<file path="src/rtl/selector_pkg.sv">
// Shared definitions for the RTC set-mode field selector.
//   - Field codes driven on cambio_o (F_NONE = nothing selected).
//   - FSM state encoding (IDLE / EDIT).
//   - Helpers that step a field code forwards/backwards with wrap-around.
package selector_pkg;

    localparam int CAMBIO_W = 4;

    localparam logic [CAMBIO_W-1:0] F_NONE  = 4'd0;
    localparam logic [CAMBIO_W-1:0] F_SEG   = 4'd1;
    localparam logic [CAMBIO_W-1:0] F_MIN   = 4'd2;
    localparam logic [CAMBIO_W-1:0] F_HORA  = 4'd3;
    localparam logic [CAMBIO_W-1:0] F_DIA   = 4'd4;
    localparam logic [CAMBIO_W-1:0] F_MES   = 4'd5;
    localparam logic [CAMBIO_W-1:0] F_ANIO  = 4'd6;
    localparam logic [CAMBIO_W-1:0] F_THORA = 4'd7;
    localparam logic [CAMBIO_W-1:0] F_TMIN  = 4'd8;
    localparam logic [CAMBIO_W-1:0] F_TSEG  = 4'd9;

    localparam logic [0:0] ST_IDLE = 1'b0;
    localparam logic [0:0] ST_EDIT = 1'b1;

    // Next field: the highest code wraps back to the first field.
    function automatic logic [CAMBIO_W-1:0] campo_sig(input logic [CAMBIO_W-1:0] campo,
                                                      input logic [CAMBIO_W-1:0] nf);
        if (campo >= nf) begin
            campo_sig = F_SEG;
        end else begin
            campo_sig = campo + 4'd1;
        end
    endfunction

    // Previous field: the first field wraps to the highest code.
    function automatic logic [CAMBIO_W-1:0] campo_ant(input logic [CAMBIO_W-1:0] campo,
                                                      input logic [CAMBIO_W-1:0] nf);
        if (campo <= F_SEG) begin
            campo_ant = nf;
        end else begin
            campo_ant = campo - 4'd1;
        end
    endfunction

endpackage

</file>
<file path="src/rtl/selector_campo_antirrebote.sv">
// antirrebote: two-flop synchroniser plus debounce for one raw push-button.
//   clk_i    system clock
//   rst_ni   asynchronous active-low reset
//   raw_i    raw asynchronous button level
//   nivel_o  debounced level (registered)
//   flanco_o one-cycle pulse on a rising edge of nivel_o
// The debounced level only follows the synchronised input after it has
// differed from it for DEB_CYC consecutive cycles; any return to the current
// debounced value restarts the count.
module antirrebote #(
    parameter int DEB_CYC = 500000
) (
    input  logic clk_i,
    input  logic rst_ni,
    input  logic raw_i,
    output logic nivel_o,
    output logic flanco_o
);

    localparam int CW = (DEB_CYC > 2) ? $clog2(DEB_CYC) : 1;
    localparam logic [CW-1:0] CNT_MAX = CW'(DEB_CYC - 1);

    logic [1:0]    sync_q;
    logic [CW-1:0] cnt_q;
    logic          nivel_q;
    logic          prev_q;

    // Synchroniser, debounce counter and debounced level.
    always_ff @(posedge clk_i or negedge rst_ni) begin
        if (!rst_ni) begin
            sync_q  <= 2'b00;
            cnt_q   <= '0;
            nivel_q <= 1'b0;
            prev_q  <= 1'b0;
        end else begin
            sync_q <= {sync_q[0], raw_i};
            prev_q <= nivel_q;
            if (sync_q[1] != nivel_q) begin
                if (cnt_q == CNT_MAX) begin
                    nivel_q <= sync_q[1];
                    cnt_q   <= '0;
                end else begin
                    cnt_q <= cnt_q + 1'b1;
                end
            end else begin
                cnt_q <= '0;
            end
        end
    end

    assign nivel_o  = nivel_q;
    assign flanco_o = nivel_q & ~prev_q;

endmodule

</file>
<file path="src/rtl/selector_campo.sv">
// selector_campo: RTC set-mode front end. Debounces the four buttons and runs
// the IDLE/EDIT field-select FSM feeding the BCD number-entry stage.
//   clk_i, rst_ni          clock, asynchronous active-low reset
//   btn_set_i              enter / leave edit mode
//   btn_next_i, btn_prev_i step field code forwards / backwards (wrapping)
//   btn_up_i               held increment request
//   cambio_o               field code 0..N_FIELDS (0 = none), registered
//   aumenta_o              increment level, registered
//   editando_o             high while in EDIT
//   cambio_stb_o           one-cycle pulse whenever cambio_o changes
// Optional macro SEL_TIMEOUT_EN: leave EDIT after TIMEOUT_CYC cycles without
// a debounced button edge.
module selector_campo
    import selector_pkg::*;
#(
    parameter int DEB_CYC     = 500000,
    parameter int TIMEOUT_CYC = 500000000,
    parameter int N_FIELDS    = 9
) (
    input  logic                clk_i,
    input  logic                rst_ni,
    input  logic                btn_set_i,
    input  logic                btn_next_i,
    input  logic                btn_prev_i,
    input  logic                btn_up_i,
    output logic [CAMBIO_W-1:0] cambio_o,
    output logic                aumenta_o,
    output logic                editando_o,
    output logic                cambio_stb_o
);

    localparam logic [CAMBIO_W-1:0] NF = CAMBIO_W'(N_FIELDS);

    logic nivel_set_s, nivel_next_s, nivel_prev_s, nivel_up_s;
    logic set_f_s, next_f_s, prev_f_s, up_f_s;

    antirrebote #(.DEB_CYC(DEB_CYC)) u_deb_set (
        .clk_i(clk_i), .rst_ni(rst_ni), .raw_i(btn_set_i),
        .nivel_o(nivel_set_s), .flanco_o(set_f_s)
    );
    antirrebote #(.DEB_CYC(DEB_CYC)) u_deb_next (
        .clk_i(clk_i), .rst_ni(rst_ni), .raw_i(btn_next_i),
        .nivel_o(nivel_next_s), .flanco_o(next_f_s)
    );
    antirrebote #(.DEB_CYC(DEB_CYC)) u_deb_prev (
        .clk_i(clk_i), .rst_ni(rst_ni), .raw_i(btn_prev_i),
        .nivel_o(nivel_prev_s), .flanco_o(prev_f_s)
    );
    antirrebote #(.DEB_CYC(DEB_CYC)) u_deb_up (
        .clk_i(clk_i), .rst_ni(rst_ni), .raw_i(btn_up_i),
        .nivel_o(nivel_up_s), .flanco_o(up_f_s)
    );

    // Only the edges of set/next/prev matter; their levels are intentionally unused.
    logic unused_s;
    assign unused_s = ^{nivel_set_s, nivel_next_s, nivel_prev_s};

    logic [0:0]          state_q, state_d;
    logic [CAMBIO_W-1:0] cambio_q, cambio_d;
    logic                aumenta_q, aumenta_d;
    logic                stb_q;
    logic                inhib_q, inhib_d;
    logic                chg_s;
    logic                timeout_s;

`ifdef SEL_TIMEOUT_EN
    localparam int TW = (TIMEOUT_CYC > 2) ? $clog2(TIMEOUT_CYC) : 1;
    localparam logic [TW-1:0] TO_MAX = TW'(TIMEOUT_CYC - 1);

    logic [TW-1:0] to_q, to_d;
    logic          actividad_s;

    assign actividad_s = set_f_s | next_f_s | prev_f_s | up_f_s;
    assign timeout_s   = (state_q == ST_EDIT) && (to_q == TO_MAX) && !actividad_s;

    // Inactivity counter: runs only in EDIT, cleared by any debounced edge.
    always_comb begin
        to_d = to_q;
        if ((state_q != ST_EDIT) || actividad_s || (to_q == TO_MAX)) begin
            to_d = '0;
        end else begin
            to_d = to_q + 1'b1;
        end
    end

    // Inactivity counter register.
    always_ff @(posedge clk_i or negedge rst_ni) begin
        if (!rst_ni) begin
            to_q <= '0;
        end else begin
            to_q <= to_d;
        end
    end
`else
    assign timeout_s = 1'b0;
`endif

    // Field-select FSM: set has priority, next+prev together cancel.
    always_comb begin
        state_d  = state_q;
        cambio_d = cambio_q;
        case (state_q)
            ST_IDLE: begin
                if (set_f_s) begin
                    state_d  = ST_EDIT;
                    cambio_d = F_SEG;
                end else begin
                    cambio_d = F_NONE;
                end
            end
            ST_EDIT: begin
                if (set_f_s || timeout_s) begin
                    state_d  = ST_IDLE;
                    cambio_d = F_NONE;
                end else if (next_f_s && !prev_f_s) begin
                    cambio_d = campo_sig(cambio_q, NF);
                end else if (prev_f_s && !next_f_s) begin
                    cambio_d = campo_ant(cambio_q, NF);
                end else begin
                    cambio_d = cambio_q;
                end
            end
            default: begin
                state_d  = ST_IDLE;
                cambio_d = F_NONE;
            end
        endcase
    end

    assign chg_s = (cambio_d != cambio_q);

    // Increment gating: a field change while up is held blocks aumenta until
    // up is released and pressed again (a fresh rising edge clears the block).
    always_comb begin
        inhib_d = inhib_q;
        if (chg_s && nivel_up_s) begin
            inhib_d = 1'b1;
        end else if (up_f_s) begin
            inhib_d = 1'b0;
        end else begin
            inhib_d = inhib_q;
        end
        aumenta_d = nivel_up_s && (state_q == ST_EDIT) && !chg_s && !inhib_d;
    end

    // State, field code, increment level and change strobe registers.
    always_ff @(posedge clk_i or negedge rst_ni) begin
        if (!rst_ni) begin
            state_q   <= ST_IDLE;
            cambio_q  <= F_NONE;
            aumenta_q <= 1'b0;
            stb_q     <= 1'b0;
            inhib_q   <= 1'b0;
        end else begin
            state_q   <= state_d;
            cambio_q  <= cambio_d;
            aumenta_q <= aumenta_d;
            stb_q     <= chg_s;
            inhib_q   <= inhib_d;
        end
    end

    assign cambio_o     = cambio_q;
    assign aumenta_o    = aumenta_q;
    assign editando_o   = (state_q == ST_EDIT);
    assign cambio_stb_o = stb_q;

endmodule

</file>
<file path="config.mk">
export PLATFORM = sky130hd
export DESIGN_NAME = selector_campo
export DESIGN_NICKNAME = d
export VERILOG_FILES = /design/src/rtl/selector_pkg.sv /design/src/rtl/selector_campo_antirrebote.sv /design/src/rtl/selector_campo.sv
export SDC_FILE = /design/constraint.sdc
export NUM_CORES = 1
export LEC_CHECK = 0
export ABC_AREA = 1
export ABC_CLOCK_PERIOD_IN_PS = 2000
export BUFFER_PORTS_ARGS = -buffer_cell sky130_fd_sc_hd__buf_4
export CORE_AREA = 2 2 93 95
export DETAILED_ROUTE_END_ITERATION = 10
export DIE_AREA = 0 0 95 97
export PLACE_DENSITY = 0.78
export SLEW_MARGIN = 5
export SYNTH_ARGS = -nofsm -noshare
export SYNTH_HDL_FRONTEND = slang
export SYNTH_SLANG_ARGS = --single-unit
</file>
<file path="constraint.sdc">
create_clock -name clk_i -period 2 [get_ports clk_i]
set_input_delay 0 -clock clk_i [delete_from_list [all_inputs] [get_ports clk_i]]
set_output_delay 0 -clock clk_i [all_outputs]
set_load 0.01 [all_outputs]
</file>
Word level (Yosys, flattened, before mapping)
Cells that the tools add are included.

Register bits: 100. Output and inout bits: 7. Word-level logic and storage cells: 81. Input bits: 6.

Add/sub/neg operators: 6. Bitwise logic cells: 9. Multiplexer cells: 20. Eq/ne operators: 9. Magnitude comparators: 2. Reduce and logical (&&, ||, !) cells: 14.

Operators with widths (number): $mux W19 (8); $add A19 B1 Y19 const B (4); $eq A19 B19 Y1 const B (4); $mux W4 (5); $pmux W4 S2 (1); $reduce_and A2 Y1 (4); $logic_and A1 B1 Y1 (6); $mux W1 (5); $not A1 Y1 (5); $add A4 B1 Y4 const B (1); $and A1 B1 Y1 (4); $ge A4 B4 Y1 const B (1); $le A4 B1 Y1 const B (1); $logic_not A1 Y1 (4); $ne A1 B1 Y1 (4); $ne A4 B4 Y1 (1); $sub A4 B1 Y4 const B (1); $pmux W1 S2 (1).

Logic depth before layout (Yosys ltp)
Depth in word-level cells: 13. Depth in mapped cells: 16. Depth with buffers taken out: 16.

Hierarchy
From an unflattened synthesis, not the netlist that was laid out.

Cells, all modules: 695. Area total of the unflattened synthesis: 5534.1 µm².

Modules (own cells, without submodules): antirrebote (instances 4, area each 1223.7 µm², cells each 150, seq. area each 575.6 µm²); selector_campo (instances 1, area each 639.4 µm², cells each 95, seq. area each 200.2 µm²).

Worst setup path after synthesis
No wires, ideal clock.

Path type: register to register. Start point: register cambio_q[0] (netlist: cambio_o[0]). End point: register inhib_q. Clock period less this slack: 1761 ps. Data required time: 1876 ps. Buffers on the path: 0. Setup slack: 239 ps. Stages on the path, launching flop included: 17. Data arrival time: 1637 ps. Setup time: 124 ps. Cell sequence: dfrtp_1 -> inv_1 -> ha_1 -> inv_1 -> nand2_1 -> nand2_1 -> nor2_1 -> nor2_1 -> nand2_1 -> nand2_1 -> nand2_1 -> nand2_1 -> nand2_1 -> nor2_1 -> nand2_1 -> nand2_1 -> nand2_1.

Longest elaborated chain between the ends: 9. Elaborated cells on any way between the ends: 13. Those cells by class: 2 x add/sub; 2 x order compare; 1 x eq/ne; 7 x mux; 1 x reduce/logical.

RTL lines: start: declaration (RTL line selector_campo.sv:59) `logic [CAMBIO_W-1:0] cambio_q, cambio_d;`; start signal: assignment (RTL line selector_campo.sv:156) `cambio_q <= cambio_d;`; $sub A4 B1 Y4 or $le A4 B1 Y1 (tied branches) (RTL line selector_pkg.sv:39, selector_pkg.sv:36); $mux W4 (RTL line selector_pkg.sv:36) `if (campo <= F_SEG) begin`; $mux W4 (RTL line selector_campo.sv:117) `end else if (prev_f_s && !next_f_s) begin`; $mux W4 (*) (RTL line selector_campo.sv:115) `end else if (next_f_s && !prev_f_s) begin`; $mux W4 (*) (RTL line selector_campo.sv:112) `if (set_f_s || timeout_s) begin`; $pmux W4 S2 (*) (RTL line selector_campo.sv:102) `case (state_q)`; via cambio_d[0] (RTL line selector_campo.sv:59); $ne A4 B4 Y1 (*) (RTL line selector_campo.sv:130) `assign chg_s = (cambio_d != cambio_q);`; via chg_s (RTL line selector_campo.sv:63) `logic chg_s;`; $logic_and A1 B1 Y1 (*) (RTL line selector_campo.sv:136) `if (chg_s && nivel_up_s) begin`; $mux W1 (*) (RTL line selector_campo.sv:136); via inhib_d (RTL line selector_campo.sv:62) `logic inhib_q, inhib_d;`; end signal: assignment (RTL line selector_campo.sv:159) `inhib_q <= inhib_d;`; end: declaration (RTL line selector_campo.sv:62).

Mark *: on every way through the listed nets, which the timed path passes. The rest lies on a longest branch. A chain may end at the register's enable or synchronous reset.

Final worst setup path
Start point: register cambio_q[0] (netlist: cambio_o[0]). End point: register inhib_q.

Longest elaborated chain between the ends: 9. Elaborated cells on any way between the ends: 13. Those cells by class: 2 x add/sub; 2 x order compare; 1 x eq/ne; 7 x mux; 1 x reduce/logical.

RTL lines (RTL line): $sub A4 B1 Y4 or $le A4 B1 Y1 (tied branches) (selector_pkg.sv:39, selector_pkg.sv:36); $mux W4 (selector_pkg.sv:36); $mux W4 (selector_campo.sv:117); $mux W4 (selector_campo.sv:115); $mux W4 (selector_campo.sv:112); $pmux W4 S2 (selector_campo.sv:102); $ne A4 B4 Y1 (*) (selector_campo.sv:130); via chg_s (selector_campo.sv:63); $logic_and A1 B1 Y1 (*) (selector_campo.sv:136); $mux W1 (*) (selector_campo.sv:136); via inhib_d (selector_campo.sv:62).

Marks and branches as above.

==> flow_metrics.tcl <==
set metrics [dict create \
    ys_warn_count 0 \
    synth_seq_cells 100 \
    n_antenna_cell 0 \
    maxCapViolCount 0 \
    setup_viol 0 \
    antenna_found_initial 0 \
    startpoint_type "flop" \
    hp-class "in2async" \
    rsz0062_at_grt "true" \
    wl_met3_microns 243 \
    dieHeight_microns 97 \
    wirelength_mm 9.61 \
    crit_path_max_fanout 5 \
    setup_ws_ps 120 \
    grt_pass1_wl_mm 16.9 \
    dp_slack_ps 21.7 \
    finalHoldViolations 0 \
    antenna_left 0 \
    peakVddDrop_mv 0.357 \
    grt_usage_pct 22.8 \
    portBuffers 12 \
    num_rows 33 \
    ys_seq_area_share_pct 50.3 \
    yosysUniqueCellTypes 36 \
    timing.final.crit_share_pct 94.0 \
    rrSetupSlack_ps 120 \
    boundaryPins 13 \
    final_max_slew_viol_count 0 \
    skew_ps 8.91 \
    critPathRequiredTime_ps 2240 \
    endpoint_kind "flop" \
    core_sq_mm 0.00813 \
    path_clk_slew_ps 90 \
    grt_pass1_vias 3929 \
    postSynthCellCount 579 \
    cts_buffers 9 \
    min_period_ps 1880 \
    areaGrowthSynthToFinish_pct 13.0 \
    leakagePower_nw 2.56 \
    path_class "reg2reg" \
    cts-root-buf "clkbuf_8" \
    fin_tns_setup_ps 0 \
    die_x_microns 95 \
    initial_utilization_pct 61.1 \
    drive_gt1_share_pct 15.9 \
    final_common_cell "dfrtp_1" \
    tritoncts "yes" \
    cts_max_path_buffers 2 \
    drt-met1-wl_mm 4.23 \
    top_layer "met4" \
    hold-worst-slack_ps 78.8 \
    r2r-start "cambio_o[0]" \
    drc 0 \
    syn_area_per_cell_sq_um 8.59 \
    wl_met2_mm 4.99 \
    arrival_ps 2120 \
    layout_common_cells "dfrtp_1, nand2_1, nor2_1" \
    wl_per_cell_microns 13.3 \
    clkLatencyLatePin_ps 360 \
    rr_worst_depth 13 \
    max_freq_ghz 0.532 \
    drt_first_pass_iters 4 \
    dieArea_sq_mm 0.00922 \
    p_per_area_mw_per_mm2 663 \
    nets 625 \
    initialDrtViolationCount 169 \
    clkSinkCount 100 \
    place.gp.congestion 0.880 \
    htree_levels 3 \
    overflow 0 \
    vias 3890 \
    outcome "finished, final reports clean" \
    dp_hpwl_mm 6.83 \
    relSlewSlack_pct 71.4 \
    tightest_slew_ps 423 \
    synthesis.nets 592 \
    reg2reg_to "inhib_q" \
    vias_per_cell 5.40 \
    syn-cell-area_sq_mm 0.00497 \
    nFillCells 600 \
    grt_max_degree 55 \
]
## flip-flops by register name (all words and copies together), names as in the netlist, 2 cells and up
signal	count
u_deb_next.cnt_q	19
u_deb_up.sync_q	2
u_deb_set.cnt_q	19
u_deb_prev.sync_q	2
u_deb_prev.cnt_q	19
u_deb_next.sync_q	2
u_deb_set.sync_q	2
cambio_o	4
u_deb_up.cnt_q	19
## final cells by class
class / count / area, sq um / share of cell area [%]
sequential: 100 / 2500 / 44.6
clock buffer: 10 / 138 / 2.45
clock inverter: 5 / 100 / 1.78
timing repair buffer: 25 / 216 / 3.85
tap: 105 / 131 / 2.34
multi-input combinational: 393 / 2220 / 39.5
inverter: 83 / 312 / 5.55
## cells in the mapped netlist
library cell / count / area, sq um
nor3b_1: 2 / 15.0
nor4_2: 1 / 12.5
nand2_2: 2 / 12.5
nor4_1: 3 / 18.8
or2_2: 1 / 6.26
a211oi_1: 8 / 60.1
clkinv_1: 1 / 3.75
o211a_1: 1 / 10.0
mux2_2: 4 / 45.0
nor2_2: 12 / 75.1
xnor2_1: 9 / 78.8
or3_1: 1 / 6.26
o31ai_1: 1 / 7.51
or2_0: 1 / 6.26
o21ai_1: 7 / 35.0
o21ai_0: 11 / 55.1
nand3b_4: 1 / 20.0
inv_1: 72 / 270
xor2_1: 21 / 184
inv_2: 10 / 37.5
ha_1: 7 / 87.6
nand2_1: 93 / 349
dfrtp_1: 100 / 2500
nor2_4: 7 / 78.8
nand3_4: 2 / 35.0
buf_2: 1 / 5.00
nor4b_1: 1 / 8.76
nand3_2: 5 / 50.1
a21oi_1: 32 / 160
and3_1: 4 / 25.0
nor2_1: 86 / 323
nand4_1: 19 / 119
clkbuf_1: 2 / 7.51
nand3_1: 33 / 165
nor3_1: 17 / 85.1
nor3_2: 1 / 10.0
## cells by family after synthesis
group	after synthesis	share of synthesized area, %
mux	4	0.906
fa+ha+maj	7	1.76
xor+xnor	30	5.29
simple gates	292	28.6
compound gates	60	6.59
buf+inv	86	6.52
flops	100	50.3
## worst max path at each step
| stage | endpoint | start | cells after the start | slack [ps] |
|---|---|---|---|---|
| 6_report | inhib_q | cambio_o[0] | 13 | 120 |
| 5_1_grt | inhib_q | cambio_o[0] | 16 | -40 |
| 4_1_cts | inhib_q | cambio_o[1] | 13 | 10 |
| 3_5_place_dp | inhib_q | cambio_o[1] | 13 | 20 |
| 3_3_place_gp | inhib_q | cambio_o[1] | 13 | 200 |
| 2_1_floorplan | inhib_q | cambio_o[0] | 16 | 240 |
## critical path, stage by stage, from the launching register on
cell and delay (ps):
dfrtp_1 420, buf_6 140, buf_4 150, ha_1 200, xor2_1 140, nand3_1 100
nand2_2 90, nand3_2 80, nand2_1 70, nand2_1 60, nor2_1 100, nand2_1 100
nand2_1 70, nand2_1 50
## power breakdown
part	switching, mW	internal (mW)	leakage (nW)	total [mW]
sequential	0.0225	2.05	1.37	2.07
clock	0.658	0.854	0.122	1.51
combinational	0.0929	0.0482	1.08	0.141
total	0.774	2.95	2.56	3.72
## what timing repair did
item                                   CTS  global route
pin swaps                                0             4
setup endpoints to repair                1             7
endpoints found under the hold margin  104             0
resized for setup                        1            21
hold buffers                             5             0
buffers inserted                         1             2
## stage by stage
| stage | std cells | util [%] | power [mW] | instance area, sq um |
|---|---|---|---|---|
| 2_1_floorplan | 579 | - | 2.17 | 4970 |
| 3_3_place_gp | 698 | 64.3 | 2.24 | 5230 |
| 3_5_place_dp | 698 | 64.3 | 2.25 | 5230 |
| 4_1_cts | 719 | 67.9 | 3.77 | 5530 |
| 5_1_grt | 721 | 69.1 | 3.87 | 5620 |
| 6_report | 721 | 69.1 | 3.72 | 5620 |
## metal layers
layer | track usage (%) | vias up
met2 | 39.2 | 64
met1 | 27.9 | 1874
li1 | - | 1936
met4 | 8.14 | 0
met5 | 0 | -
met3 | 4.91 | 16
No activity file was read; power rests on OpenSTA's default activity.
